--- src/rtl/multicycle_ctrl_pkg.sv ---
// ============================================================================
// multicycle_ctrl_pkg : opcodes, state encoding and datapath select codes
// Revision 1.0
// ============================================================================
`default_nettype none

package multicycle_ctrl_pkg;

    localparam logic [6:0] OP_R   = 7'b0110011;
    localparam logic [6:0] OP_I   = 7'b0010011;
    localparam logic [6:0] OP_LW  = 7'b0000011;
    localparam logic [6:0] OP_SW  = 7'b0100011;
    localparam logic [6:0] OP_BEQ = 7'b1100011;
    localparam logic [6:0] OP_JAL = 7'b1101111;

    typedef enum logic [3:0] {
        S_IDLE    = 4'd0,
        S_FETCH   = 4'd1,
        S_DECODE  = 4'd2,
        S_EXEC    = 4'd3,
        S_ALUWB   = 4'd4,
        S_MEMADDR = 4'd5,
        S_MEMRD   = 4'd6,
        S_MEMWB   = 4'd7,
        S_MEMWR   = 4'd8,
        S_BRANCH  = 4'd9,
        S_JAL     = 4'd10,
        S_TRAP    = 4'd11
    } state_t;

    localparam logic [1:0] ALUOP_ADD  = 2'b00;
    localparam logic [1:0] ALUOP_SUB  = 2'b01;
    localparam logic [1:0] ALUOP_FUNC = 2'b10;
    localparam logic [1:0] ALUOP_IFUN = 2'b11;

    localparam logic [1:0] SRCB_RS2  = 2'b00;
    localparam logic [1:0] SRCB_FOUR = 2'b01;
    localparam logic [1:0] SRCB_IMM  = 2'b10;

    localparam logic [1:0] PCSRC_ALU    = 2'b00;
    localparam logic [1:0] PCSRC_ALUOUT = 2'b01;
    localparam logic [1:0] PCSRC_JUMP   = 2'b10;

endpackage

`default_nettype wire

--- src/rtl/multicycle_ctrl_if.sv ---
// ============================================================================
// multicycle_ctrl_if : controller <-> datapath/memory signal bundle
// Revision 1.0
// ============================================================================
`default_nettype none

interface multicycle_ctrl_if #(
    parameter int CNT_W = 32
);
    logic [6:0]       Opcode;
    logic             Zero;
    logic             MemReady;
    logic             PCWrite;
    logic             PCWriteCond;
    logic             IorD;
    logic             MemRead;
    logic             MemWrite;
    logic             IRWrite;
    logic             MemtoReg;
    logic             RegWrite;
    logic             ALUSrcA;
    logic [1:0]       ALUSrcB;
    logic [1:0]       ALUOp;
    logic [1:0]       PCSource;
    logic             IllegalInst;
    logic             MemTimeout;
    logic [CNT_W-1:0] RetireCnt;

    modport master (
        input  Opcode, Zero, MemReady,
        output PCWrite, PCWriteCond, IorD, MemRead, MemWrite, IRWrite,
               MemtoReg, RegWrite, ALUSrcA, ALUSrcB, ALUOp, PCSource,
               IllegalInst, MemTimeout, RetireCnt
    );

    modport slave (
        output Opcode, Zero, MemReady,
        input  PCWrite, PCWriteCond, IorD, MemRead, MemWrite, IRWrite,
               MemtoReg, RegWrite, ALUSrcA, ALUSrcB, ALUOp, PCSource,
               IllegalInst, MemTimeout, RetireCnt
    );
endinterface

`default_nettype wire

--- src/rtl/multicycle_ctrl_mem_wait_timer.sv ---
// ============================================================================
// mem_wait_timer : 8-bit wait counter; o_last flags the final allowed cycle
// Revision 1.0
// ============================================================================
`default_nettype none

module mem_wait_timer #(
    parameter int MEM_TIMEOUT = 15
) (
    input  wire logic clk,
    input  wire logic rst,
    input  wire logic i_clr,
    input  wire logic i_en,
    output logic      o_last
);
    localparam logic [7:0] c_LAST = 8'(MEM_TIMEOUT - 1);

    logic [7:0] r_cnt;

    always_ff @(posedge clk) begin
        if (rst || i_clr) begin
            r_cnt <= 8'd0;
        end else if (i_en && (r_cnt != 8'hFF)) begin
            r_cnt <= r_cnt + 8'd1;
        end
    end

    // High during the MEM_TIMEOUT-th waiting cycle; a ready in that cycle still wins
    assign o_last = (r_cnt == c_LAST);

endmodule

`default_nettype wire

--- src/rtl/multicycle_ctrl.sv ---
// ============================================================================
// multicycle_ctrl : multi-cycle RV32 control FSM with memory handshake,
//                   illegal-opcode/timeout trap and retired-instruction count
// Revision 1.0
// ============================================================================
`default_nettype none

module multicycle_ctrl #(
    parameter bit EN_IALU     = 1'b1,
    parameter bit EN_JAL      = 1'b1,
    parameter int MEM_TIMEOUT = 15,
    parameter int CNT_W       = 32
) (
    input  wire logic          Clk,
    input  wire logic          Rst,
    multicycle_ctrl_if.master  bus
);
    import multicycle_ctrl_pkg::*;

    state_t           r_state, w_next;
    logic             r_is_sw, r_illegal, r_timeout;
    logic [CNT_W-1:0] r_retire;
    logic             w_mem_state, w_tmr_last, w_wait_trap, w_illegal_dec, w_retire;

    assign w_mem_state = (r_state == S_FETCH) || (r_state == S_MEMRD) || (r_state == S_MEMWR);
    assign w_wait_trap = w_mem_state && !bus.MemReady && w_tmr_last;
    assign w_retire    = (w_next == S_FETCH) &&
                         (r_state inside {S_ALUWB, S_MEMWB, S_MEMWR, S_BRANCH, S_JAL});

    mem_wait_timer #(.MEM_TIMEOUT(MEM_TIMEOUT)) u_timer (
        .clk    (Clk),
        .rst    (Rst),
        .i_clr  (w_next != r_state),
        .i_en   (w_mem_state && !bus.MemReady),
        .o_last (w_tmr_last)
    );

    always_ff @(posedge Clk) begin
        if (Rst) begin
            r_state   <= S_IDLE;
            r_is_sw   <= 1'b0;
            r_illegal <= 1'b0;
            r_timeout <= 1'b0;
            r_retire  <= '0;
        end else begin
            r_state <= w_next;
            if (r_state == S_DECODE) r_is_sw <= (bus.Opcode == OP_SW);
            if (w_illegal_dec)       r_illegal <= 1'b1;
            if (w_wait_trap)         r_timeout <= 1'b1;
            if (w_retire)            r_retire  <= r_retire + CNT_W'(1);
        end
    end

    always_comb begin
        w_next        = r_state;
        w_illegal_dec = 1'b0;
        case (r_state)
            S_IDLE:   w_next = S_FETCH;
            S_FETCH:  if (bus.MemReady) w_next = S_DECODE; else if (w_tmr_last) w_next = S_TRAP;
            S_DECODE: begin
                case (bus.Opcode)
                    OP_R:         w_next = S_EXEC;
                    OP_I:         if (EN_IALU) w_next = S_EXEC; else w_illegal_dec = 1'b1;
                    OP_LW, OP_SW: w_next = S_MEMADDR;
                    OP_BEQ:       w_next = S_BRANCH;
                    OP_JAL:       if (EN_JAL) w_next = S_JAL; else w_illegal_dec = 1'b1;
                    default:      w_illegal_dec = 1'b1;
                endcase
                if (w_illegal_dec) w_next = S_TRAP;
            end
            S_EXEC:    w_next = S_ALUWB;
            S_ALUWB:   w_next = S_FETCH;
            S_MEMADDR: w_next = r_is_sw ? S_MEMWR : S_MEMRD;
            S_MEMRD:   if (bus.MemReady) w_next = S_MEMWB; else if (w_tmr_last) w_next = S_TRAP;
            S_MEMWB:   w_next = S_FETCH;
            S_MEMWR:   if (bus.MemReady) w_next = S_FETCH; else if (w_tmr_last) w_next = S_TRAP;
            S_BRANCH:  w_next = S_FETCH;
            S_JAL:     w_next = S_FETCH;
            S_TRAP:    w_next = S_TRAP;
            default:   w_next = S_IDLE;
        endcase
    end

    // Moore decode; IRWrite/PCWrite in FETCH follow MemReady directly
    always_comb begin
        bus.PCWrite     = 1'b0;
        bus.PCWriteCond = 1'b0;
        bus.IorD        = 1'b0;
        bus.MemRead     = 1'b0;
        bus.MemWrite    = 1'b0;
        bus.IRWrite     = 1'b0;
        bus.MemtoReg    = 1'b0;
        bus.RegWrite    = 1'b0;
        bus.ALUSrcA     = 1'b0;
        bus.ALUSrcB     = SRCB_RS2;
        bus.ALUOp       = ALUOP_ADD;
        bus.PCSource    = PCSRC_ALU;
        case (r_state)
            S_FETCH: begin
                bus.MemRead = 1'b1;
                bus.ALUSrcB = SRCB_FOUR;
                bus.IRWrite = bus.MemReady;
                bus.PCWrite = bus.MemReady;
            end
            S_DECODE:  bus.ALUSrcB = SRCB_IMM;
            S_EXEC: begin
                bus.ALUSrcA = 1'b1;
                bus.ALUSrcB = r_is_itype_c() ? SRCB_IMM : SRCB_RS2;
                bus.ALUOp   = r_is_itype_c() ? ALUOP_IFUN : ALUOP_FUNC;
            end
            S_ALUWB:   bus.RegWrite = 1'b1;
            S_MEMADDR: begin
                bus.ALUSrcA = 1'b1;
                bus.ALUSrcB = SRCB_IMM;
            end
            S_MEMRD: begin
                bus.MemRead = 1'b1;
                bus.IorD    = 1'b1;
            end
            S_MEMWB: begin
                bus.RegWrite = 1'b1;
                bus.MemtoReg = 1'b1;
            end
            S_MEMWR: begin
                bus.MemWrite = 1'b1;
                bus.IorD     = 1'b1;
            end
            S_BRANCH: begin
                bus.ALUSrcA     = 1'b1;
                bus.ALUOp       = ALUOP_SUB;
                bus.PCWriteCond = 1'b1;
                bus.PCSource    = PCSRC_ALUOUT;
            end
            S_JAL: begin
                bus.PCWrite  = 1'b1;
                bus.PCSource = PCSRC_JUMP;
                bus.RegWrite = 1'b1;
            end
            default: ;
        endcase
    end

    // I-type flavour of EXEC, remembered from DECODE
    logic r_is_itype;
    always_ff @(posedge Clk) begin
        if (Rst)                       r_is_itype <= 1'b0;
        else if (r_state == S_DECODE)  r_is_itype <= (bus.Opcode == OP_I);
    end

    function automatic logic r_is_itype_c();
        return r_is_itype;
    endfunction

    assign bus.IllegalInst = r_illegal;
    assign bus.MemTimeout  = r_timeout;
    assign bus.RetireCnt   = r_retire;

endmodule

`default_nettype wire

--- src/flat_wrapper.sv ---
// flat-port wrapper written by rule: the top's interface ports become plain ports
module multicycle_ctrl_flat import multicycle_ctrl_pkg::*;
#(
    parameter bit EN_IALU     = 1'b1,
    parameter bit EN_JAL      = 1'b1,
    parameter int MEM_TIMEOUT = 15,
    parameter int CNT_W       = 32
)
  (Clk, Rst, bus_Opcode, bus_Zero, bus_MemReady, bus_PCWrite, bus_PCWriteCond, bus_IorD, bus_MemRead, bus_MemWrite, bus_IRWrite, bus_MemtoReg, bus_RegWrite, bus_ALUSrcA, bus_ALUSrcB, bus_ALUOp, bus_PCSource, bus_IllegalInst, bus_MemTimeout, bus_RetireCnt);
  multicycle_ctrl_if #(.CNT_W(CNT_W)) bus_i ();
  input  wire logic Clk;
  input  wire logic Rst;
  input wire logic [$bits(bus_i.Opcode)-1:0] bus_Opcode;
  input wire logic [$bits(bus_i.Zero)-1:0] bus_Zero;
  input wire logic [$bits(bus_i.MemReady)-1:0] bus_MemReady;
  output wire logic [$bits(bus_i.PCWrite)-1:0] bus_PCWrite;
  output wire logic [$bits(bus_i.PCWriteCond)-1:0] bus_PCWriteCond;
  output wire logic [$bits(bus_i.IorD)-1:0] bus_IorD;
  output wire logic [$bits(bus_i.MemRead)-1:0] bus_MemRead;
  output wire logic [$bits(bus_i.MemWrite)-1:0] bus_MemWrite;
  output wire logic [$bits(bus_i.IRWrite)-1:0] bus_IRWrite;
  output wire logic [$bits(bus_i.MemtoReg)-1:0] bus_MemtoReg;
  output wire logic [$bits(bus_i.RegWrite)-1:0] bus_RegWrite;
  output wire logic [$bits(bus_i.ALUSrcA)-1:0] bus_ALUSrcA;
  output wire logic [$bits(bus_i.ALUSrcB)-1:0] bus_ALUSrcB;
  output wire logic [$bits(bus_i.ALUOp)-1:0] bus_ALUOp;
  output wire logic [$bits(bus_i.PCSource)-1:0] bus_PCSource;
  output wire logic [$bits(bus_i.IllegalInst)-1:0] bus_IllegalInst;
  output wire logic [$bits(bus_i.MemTimeout)-1:0] bus_MemTimeout;
  output wire logic [$bits(bus_i.RetireCnt)-1:0] bus_RetireCnt;
  assign bus_i.Opcode = bus_Opcode;
  assign bus_i.Zero = bus_Zero;
  assign bus_i.MemReady = bus_MemReady;
  assign bus_PCWrite = bus_i.PCWrite;
  assign bus_PCWriteCond = bus_i.PCWriteCond;
  assign bus_IorD = bus_i.IorD;
  assign bus_MemRead = bus_i.MemRead;
  assign bus_MemWrite = bus_i.MemWrite;
  assign bus_IRWrite = bus_i.IRWrite;
  assign bus_MemtoReg = bus_i.MemtoReg;
  assign bus_RegWrite = bus_i.RegWrite;
  assign bus_ALUSrcA = bus_i.ALUSrcA;
  assign bus_ALUSrcB = bus_i.ALUSrcB;
  assign bus_ALUOp = bus_i.ALUOp;
  assign bus_PCSource = bus_i.PCSource;
  assign bus_IllegalInst = bus_i.IllegalInst;
  assign bus_MemTimeout = bus_i.MemTimeout;
  assign bus_RetireCnt = bus_i.RetireCnt;
  multicycle_ctrl #(.EN_IALU(EN_IALU), .EN_JAL(EN_JAL), .MEM_TIMEOUT(MEM_TIMEOUT), .CNT_W(CNT_W)) u_core (.Clk(Clk), .Rst(Rst), .bus(bus_i));
endmodule
--- config.mk ---
export PLATFORM = sky130hd
export DESIGN_NAME = multicycle_ctrl_flat
export DESIGN_NICKNAME = d
export VERILOG_FILES = /design/src/rtl/multicycle_ctrl_pkg.sv /design/src/rtl/multicycle_ctrl_if.sv /design/src/rtl/multicycle_ctrl_mem_wait_timer.sv /design/src/rtl/multicycle_ctrl.sv /design/src/flat_wrapper.sv
export SDC_FILE = /design/constraint.sdc
export NUM_CORES = 1
export LEC_CHECK = 0
export ABC_CLOCK_PERIOD_IN_PS = 3150
export BUFFER_PORTS_ARGS = -buffer_cell sky130_fd_sc_hd__buf_4
export CAP_MARGIN = 20
export CORE_AREA = 2 2 79 81
export DETAILED_ROUTE_END_ITERATION = 10
export DIE_AREA = 0 0 81 83
export PLACE_DENSITY = 0.72
export SYNTH_ARGS = -nofsm -noshare
export SYNTH_HDL_FRONTEND = slang
export SYNTH_SLANG_ARGS = --single-unit
--- constraint.sdc ---
create_clock -name Clk -period 3.15 [get_ports Clk]
set_input_delay 0.63 -clock Clk [delete_from_list [all_inputs] [get_ports Clk]]
set_output_delay 0.63 -clock Clk [all_outputs]
set_load 0.03 [all_outputs]
## Word level (Yosys, flattened, before mapping)

Cells that the tools add are included.

| storage, ports and cells | value |
|---|---|
| input bits | 11 |
| flip-flop bits (word level) | 48 |

| operators by class | value |
|---|---|
| reductions and logical operators | 19 |
| add/subtract/negate cells | 2 |
| equal/unequal tests | 21 |
| muxes and demuxes | 25 |

Operators by type and width:

| kind | count |
|---|---|
| adder 32 x 1 -> 32 bit (second input constant) | 1 |
| case mux 4 bit (8 select lines) | 1 |
| two-way mux 4 bit | 6 |
| equality test 4 x 3 -> 1 bit (second input constant) | 4 |
| equality test 4 bit (second input constant) | 4 |
| case mux 4 bit (4 select lines) | 1 |
| equality test 7 x 6 -> 1 bit (second input constant) | 2 |
| equality test 7 bit (second input constant) | 2 |
| two-way mux 1 bit | 12 |
| OR reduction 2 bit | 5 |
| adder 8 x 1 -> 8 bit (second input constant) | 1 |
| equality test 4 x 1 -> 1 bit (second input constant) | 2 |
| equality test 4 x 2 -> 1 bit (second input constant) | 2 |
| equality test 8 x 4 -> 1 bit (second input constant) | 1 |
| != test 8 bit (second input constant) | 1 |
| case mux 2 bit (2 select lines) | 2 |
| equality test 7 x 2 -> 1 bit (second input constant) | 1 |
| equality test 7 x 5 -> 1 bit (second input constant) | 1 |
| case mux 2 bit (3 select lines) | 1 |
| OR reduction 3 bit | 2 |
| OR reduction 6 bit | 1 |
| nonzero test 5 bit | 1 |
| OR reduction 5 bit | 1 |
| logical AND 1 bit | 4 |
| 6 further kinds | 8 |

## Longest topological paths before layout

| logic depth | value |
|---|---|
| depth after elaboration | 8 |
| mapped depth | 10 |
| depth with buffers taken out | 7 |

## Modules after synthesis

A second synthesis with hierarchy kept.

| second synthesis, totals | value |
|---|---|
| cell total of the unflattened synthesis | 353 |
| area, all modules | 2,798.9 µm² |

Modules (own cells, without submodules):

| module | instances | seq. area each (µm²) | cells each | area each (µm²) |
|---|---|---|---|---|
| multicycle_ctrl | 1 | 800.8 | 295 | 2,342.2 |
| mem_wait_timer | 1 | 160.2 | 58 | 456.7 |

## Least setup slack after synthesis

No wires, ideal clock.

| timing | value |
|---|---|
| path type | reg-to-reg |
| start point | reg u_core.r_state[2] |
| end point | reg u_core.r_retire[16], in the netlist u_core.bus.RetireCnt[16] |
| arrival | 2.489 ns |
| path buffers | 1 |
| cell stages (with the launch flop) | 8 |
| period minus slack after synthesis | 2.559 ns |
| library setup time | 0.070 ns |
| slack | 0.591 ns |
| path through | dfxtp_1 -> nor4b_2 -> and2_1 -> o32a_2 -> o2111ai_1 -> clkbuf_1 -> or4_1 -> a21oi_1 |

| on the way | value |
|---|---|
| cells in the longest elaborated chain, start to end | 5 |
| elaborated cells between the ends (all ways) | 23 |

RTL lines:

| item | RTL line | RTL |
|---|---|---|
| start: declaration | multicycle_ctrl.sv:20 | `state_t r_state, w_next;` |
| start signal: assignment | multicycle_ctrl.sv:46 | `r_state <= w_next;` |
| equality test 4 bit, or another cell as far along | multicycle_ctrl.sv:28, multicycle_ctrl.sv:57 |  |
| OR reduction 5 bit (no line), or another cell as far along | - |  |
| case mux 4 bit (8 select lines) | multicycle_ctrl.sv:57 | `case (r_state)` |
| equality test 4 x 1 -> 1 bit | multicycle_ctrl.sv:27 | `assign w_retire = (w_next == S_FETCH) &&` |
| logical AND 1 bit (*) | multicycle_ctrl.sv:27 |  |
| end signal: assignment | multicycle_ctrl.sv:50 | `if (w_retire) r_retire <= r_retire + CNT_W'(1);` |
| end: declaration | multicycle_ctrl.sv:22 | `logic [CNT_W-1:0] r_retire;` |

Every way passes the cells marked *; elsewhere a longest branch is shown, timed or not.
A chain may end at the register's enable or synchronous reset.

## Worst setup path in the final report

| timing | value |
|---|---|
| start point | reg u_core.r_state[3] |
| end point | reg u_core.r_retire[17], in the netlist u_core.bus.RetireCnt[17] |

The elaborated chain is that of the path after synthesis.

==> results.md <==
- Status: finished, final reports clean
- Site Rows: 28
- Fin Setup TNS: 0 ns
- Worst-path fanout max: 30
- Main synth FF type: dfxtp_1
- Leakage power: roughly 0.0012 uW
- Largest net degree at the start of global routing: 41
- GRT overflow: 0
- Clock latency on the worst-skew pair: 0.31 ns
- Register area: around 960 um^2
- IO Count: 60
- R2R Setup Slk: approximately 0.40 ns
- Synth Net Count: 372
- CTS tree: yes
- GRT Total Usage: between 10% and 20%
- Startpoint types: flip-flop
- Yosys reg bits: 48
- Synth top area cells: dfxtp_1, a21oi_1, nor2_1
- Worst path arrival time: 2.99 ns
- Synth Cell Area: about 2800 um^2
- PwrDens: between 500 and 600 nW/um^2
- H-tree depth: 2
- Filler cells: around 550
- CP Capture Type: flip-flop
- Post-synth EDFFs: 0
- Clock root buffer: clkbuf_8
- Worst-path clk slew: roughly 0.10 ns
- Initial core utilization: 48.54%
- Peak Freq: roughly 0.36 GHz
- Post-DP HPWL: 4663 um
- Mean Syn Cell Area: 7.885 um^2
- # clock sinks: 48
- WL final: roughly 6600 um
- Iter 0 DRT Violations: approximately 150
- Post-synth top area share: between 30% and 40%
- N_diodes: 0
- 1st-pass router iterations: 4
- Via/cell ratio: about 5.9
- Synth area leader: dfxtp_1
- VDD IR-drop max: ~290 uV
- Min Tclk post-route: 2.753 ns
- Final hold vios: 0
- Layout net count: 421
- Number of gates resized after CTS: 0
- Core Util, Final: 58.65%
- Antenna viol nets, final: 0
- Layout cells sized above 1: roughly 23%
- Actual slew at the worst max-slew pin: a little under 0.9 ns
- Die Area: 6723 um^2
- P&R area growth vs syn: 20.83%
- Critical path required time: 3.39 ns
- MaxCap Viol Count: 0
- Total CTS buffers: 5
- Die span in x: 81 um
- Post-Syn Instances: ~360
- Area of the multi-input gates: roughly 1700 um^2
- Post-synth cell types: 65
- Drt drc: 0
- Routability cong.: 0.8497
- Post-CTS Setup Bufs: 0
- First-pass GRT wire length: between 10000 and 15000 um
- Sequential fraction of the synthesis area: approximately a third
- Routed WL per cell: 13.73 um
- Ys Warns: 0
- Clk buf depth: 2
- Final setup fails: 0
- Initial antenna violation count: 0
- Number of global-route vias before repair: roughly 2.4k
- Rel. slew slack: between 40% and 50%
- Fin crit share: ~87%
- Port bufs: between 50 and 60
- Crit Path Class: flip-flop to flip-flop
- Core Footprint: approximately 5800 um^2
- HP Class: flip-flop to flip-flop
- Die Height: between 80 and 90 um
- Unrepaired setup endpoints after global routing: false
- Hold Buf Count CTS: 0
- Slew Limit Fails: 0
- Final Skew: just over 0.01 ns
- Ys async rst share: 0%
- Vias: roughly 2.8k
==> layout make-up <==
class | instances | area share [%]
clock buffer | 5 | 2.018
tap | 75 | 2.751
inverter | 14 | 1.541
multi-input combinational | 272 | 49.63
timing repair buffer | 66 | 14.53
clock inverter | 3 | 1.357
sequential | 48 | 28.17
==> state kept, by name, indices dropped and copies added (netlist names) <==
| name | count |
|---|---|
| u_core.bus.IllegalInst | 1 |
| u_core.bus.MemTimeout | 1 |
| u_core.bus.RetireCnt | 32 |
| u_core.r_is_itype | 1 |
| u_core.r_is_sw | 1 |
| u_core.r_state | 4 |
| u_core.u_timer.r_cnt | 8 |
==> report_power, final <==
part	internal (uW)	total, uW	switching, uW
Clock	239	460	221
Combinational	261	671	410
Sequential	633	686	52.4
Total	1130	1820	683
==> critical path, stage by stage (launching register included) <==
cell,delay (ns)
dfxtp_1,0.76
nand2b_1,0.27
o31ai_2,0.29
o32a_2,0.25
o211ai_2,0.10
buf_4,0.24
or4b_2,0.62
a21oi_1,0.16
==> stage by stage <==
| step | total power, uW | area, um^2 | std cells | setup WS [ns] | hold slack [ns] |
|---|---|---|---|---|---|
| 3_5_place_dp | 1370 | 3296 | 475 | 0.4289 | 0.4560 |
| 5_1_grt | 1928 | 3411 | 483 | 0.1795 | 0.5027 |
| 2_1_floorplan | 1175 | 2823 | 358 | 0.5911 | 0.4456 |
| 6_report | 1816 | 3411 | 483 | 0.3968 | 0.4652 |
| 4_1_cts | 1836 | 3411 | 483 | 0.4199 | 0.4718 |
| 3_3_place_gp | 1362 | 3296 | 475 | 0.4717 | 0.4383 |
==> cell usage in the layout, fill, tap and decap left out, types with 3 or more instances in the layout <==
master    instances
ha_1              3
or2_2             3
nand3_1          16
o31ai_1          16
o21a_1            3
nand2_1          21
and2_1            4
nor2_1           35
clkbuf_8          5
or3_2             3
nor3_1           12
o41ai_1           3
inv_1            14
a21oi_1          35
nand4_1          11
dfxtp_1          48
nand2b_1          7
or4_1            16
xor2_1            8
buf_4            66
or3_1            10
o21ai_0          15
==> routing by layer <==
metal	vias up	track usage, %	share of wire, %
met5	-	0	0
met4	0	4.622	0.89
met3	5	4.348	6.0
met2	79	31.93	47
met1	1318	26.70	46
li1	1438	-	-
==> worst paths after layout <==
| path | from | endpoint | depth (start not counted) |
|---|---|---|---|
| worst max-delay path | u_core.r_state[3] | u_core.bus.RetireCnt[17] | 7 |
| worst min-delay path | u_core.bus.IllegalInst | u_core.bus.IllegalInst | 2 |
| worst max register to register | u_core.r_state[3] | u_core.bus.RetireCnt[17] | 7 |
| worst min register to register | u_core.bus.IllegalInst | u_core.bus.IllegalInst | 2 |
==> cell usage after synthesis, types with 2 or more instances <==
| cell type | instances |
|---|---|
| buf_4 | 2 |
| or3_1 | 10 |
| or2_2 | 3 |
| inv_1 | 14 |
| nand3_1 | 16 |
| o21ai_1 | 2 |
| o31ai_1 | 16 |
| clkbuf_1 | 12 |
| nor4_1 | 2 |
| and3_1 | 2 |
| buf_2 | 9 |
| o2111ai_1 | 2 |
| nand2_1 | 21 |
| nor4bb_1 | 2 |
| dfxtp_1 | 48 |
| nand2b_1 | 7 |
| o41ai_1 | 3 |
| nor2_1 | 35 |
| or4b_2 | 2 |
| xor2_1 | 8 |
| or3_2 | 3 |
| o211ai_1 | 2 |
| nor3_1 | 12 |
| xnor2_1 | 2 |
| and2_1 | 4 |
| ha_1 | 3 |
| or4_1 | 16 |
| and3b_1 | 2 |
| nor2b_1 | 2 |
| nand4_1 | 11 |
| o21ai_0 | 15 |
| a21oi_1 | 35 |
| o21a_1 | 3 |
==> cells by family (layout without fill, tap and decap cells) <==
family | Yosys count | in the layout | share of synthesized area, %
muxes | 1 | 1 | 0.3546
and+or+nand+nor | 163 | 163 | 33.07
DFF | 48 | 48 | 34.04
adders and majority gates | 3 | 3 | 1.330
buffers and inverters | 38 | 88 | 5.984
xor gates and xnor gates | 10 | 10 | 3.103
AOI/OAI and AO/OA | 95 | 95 | 22.12
Note: power is estimated with default switching activity, not from simulation.
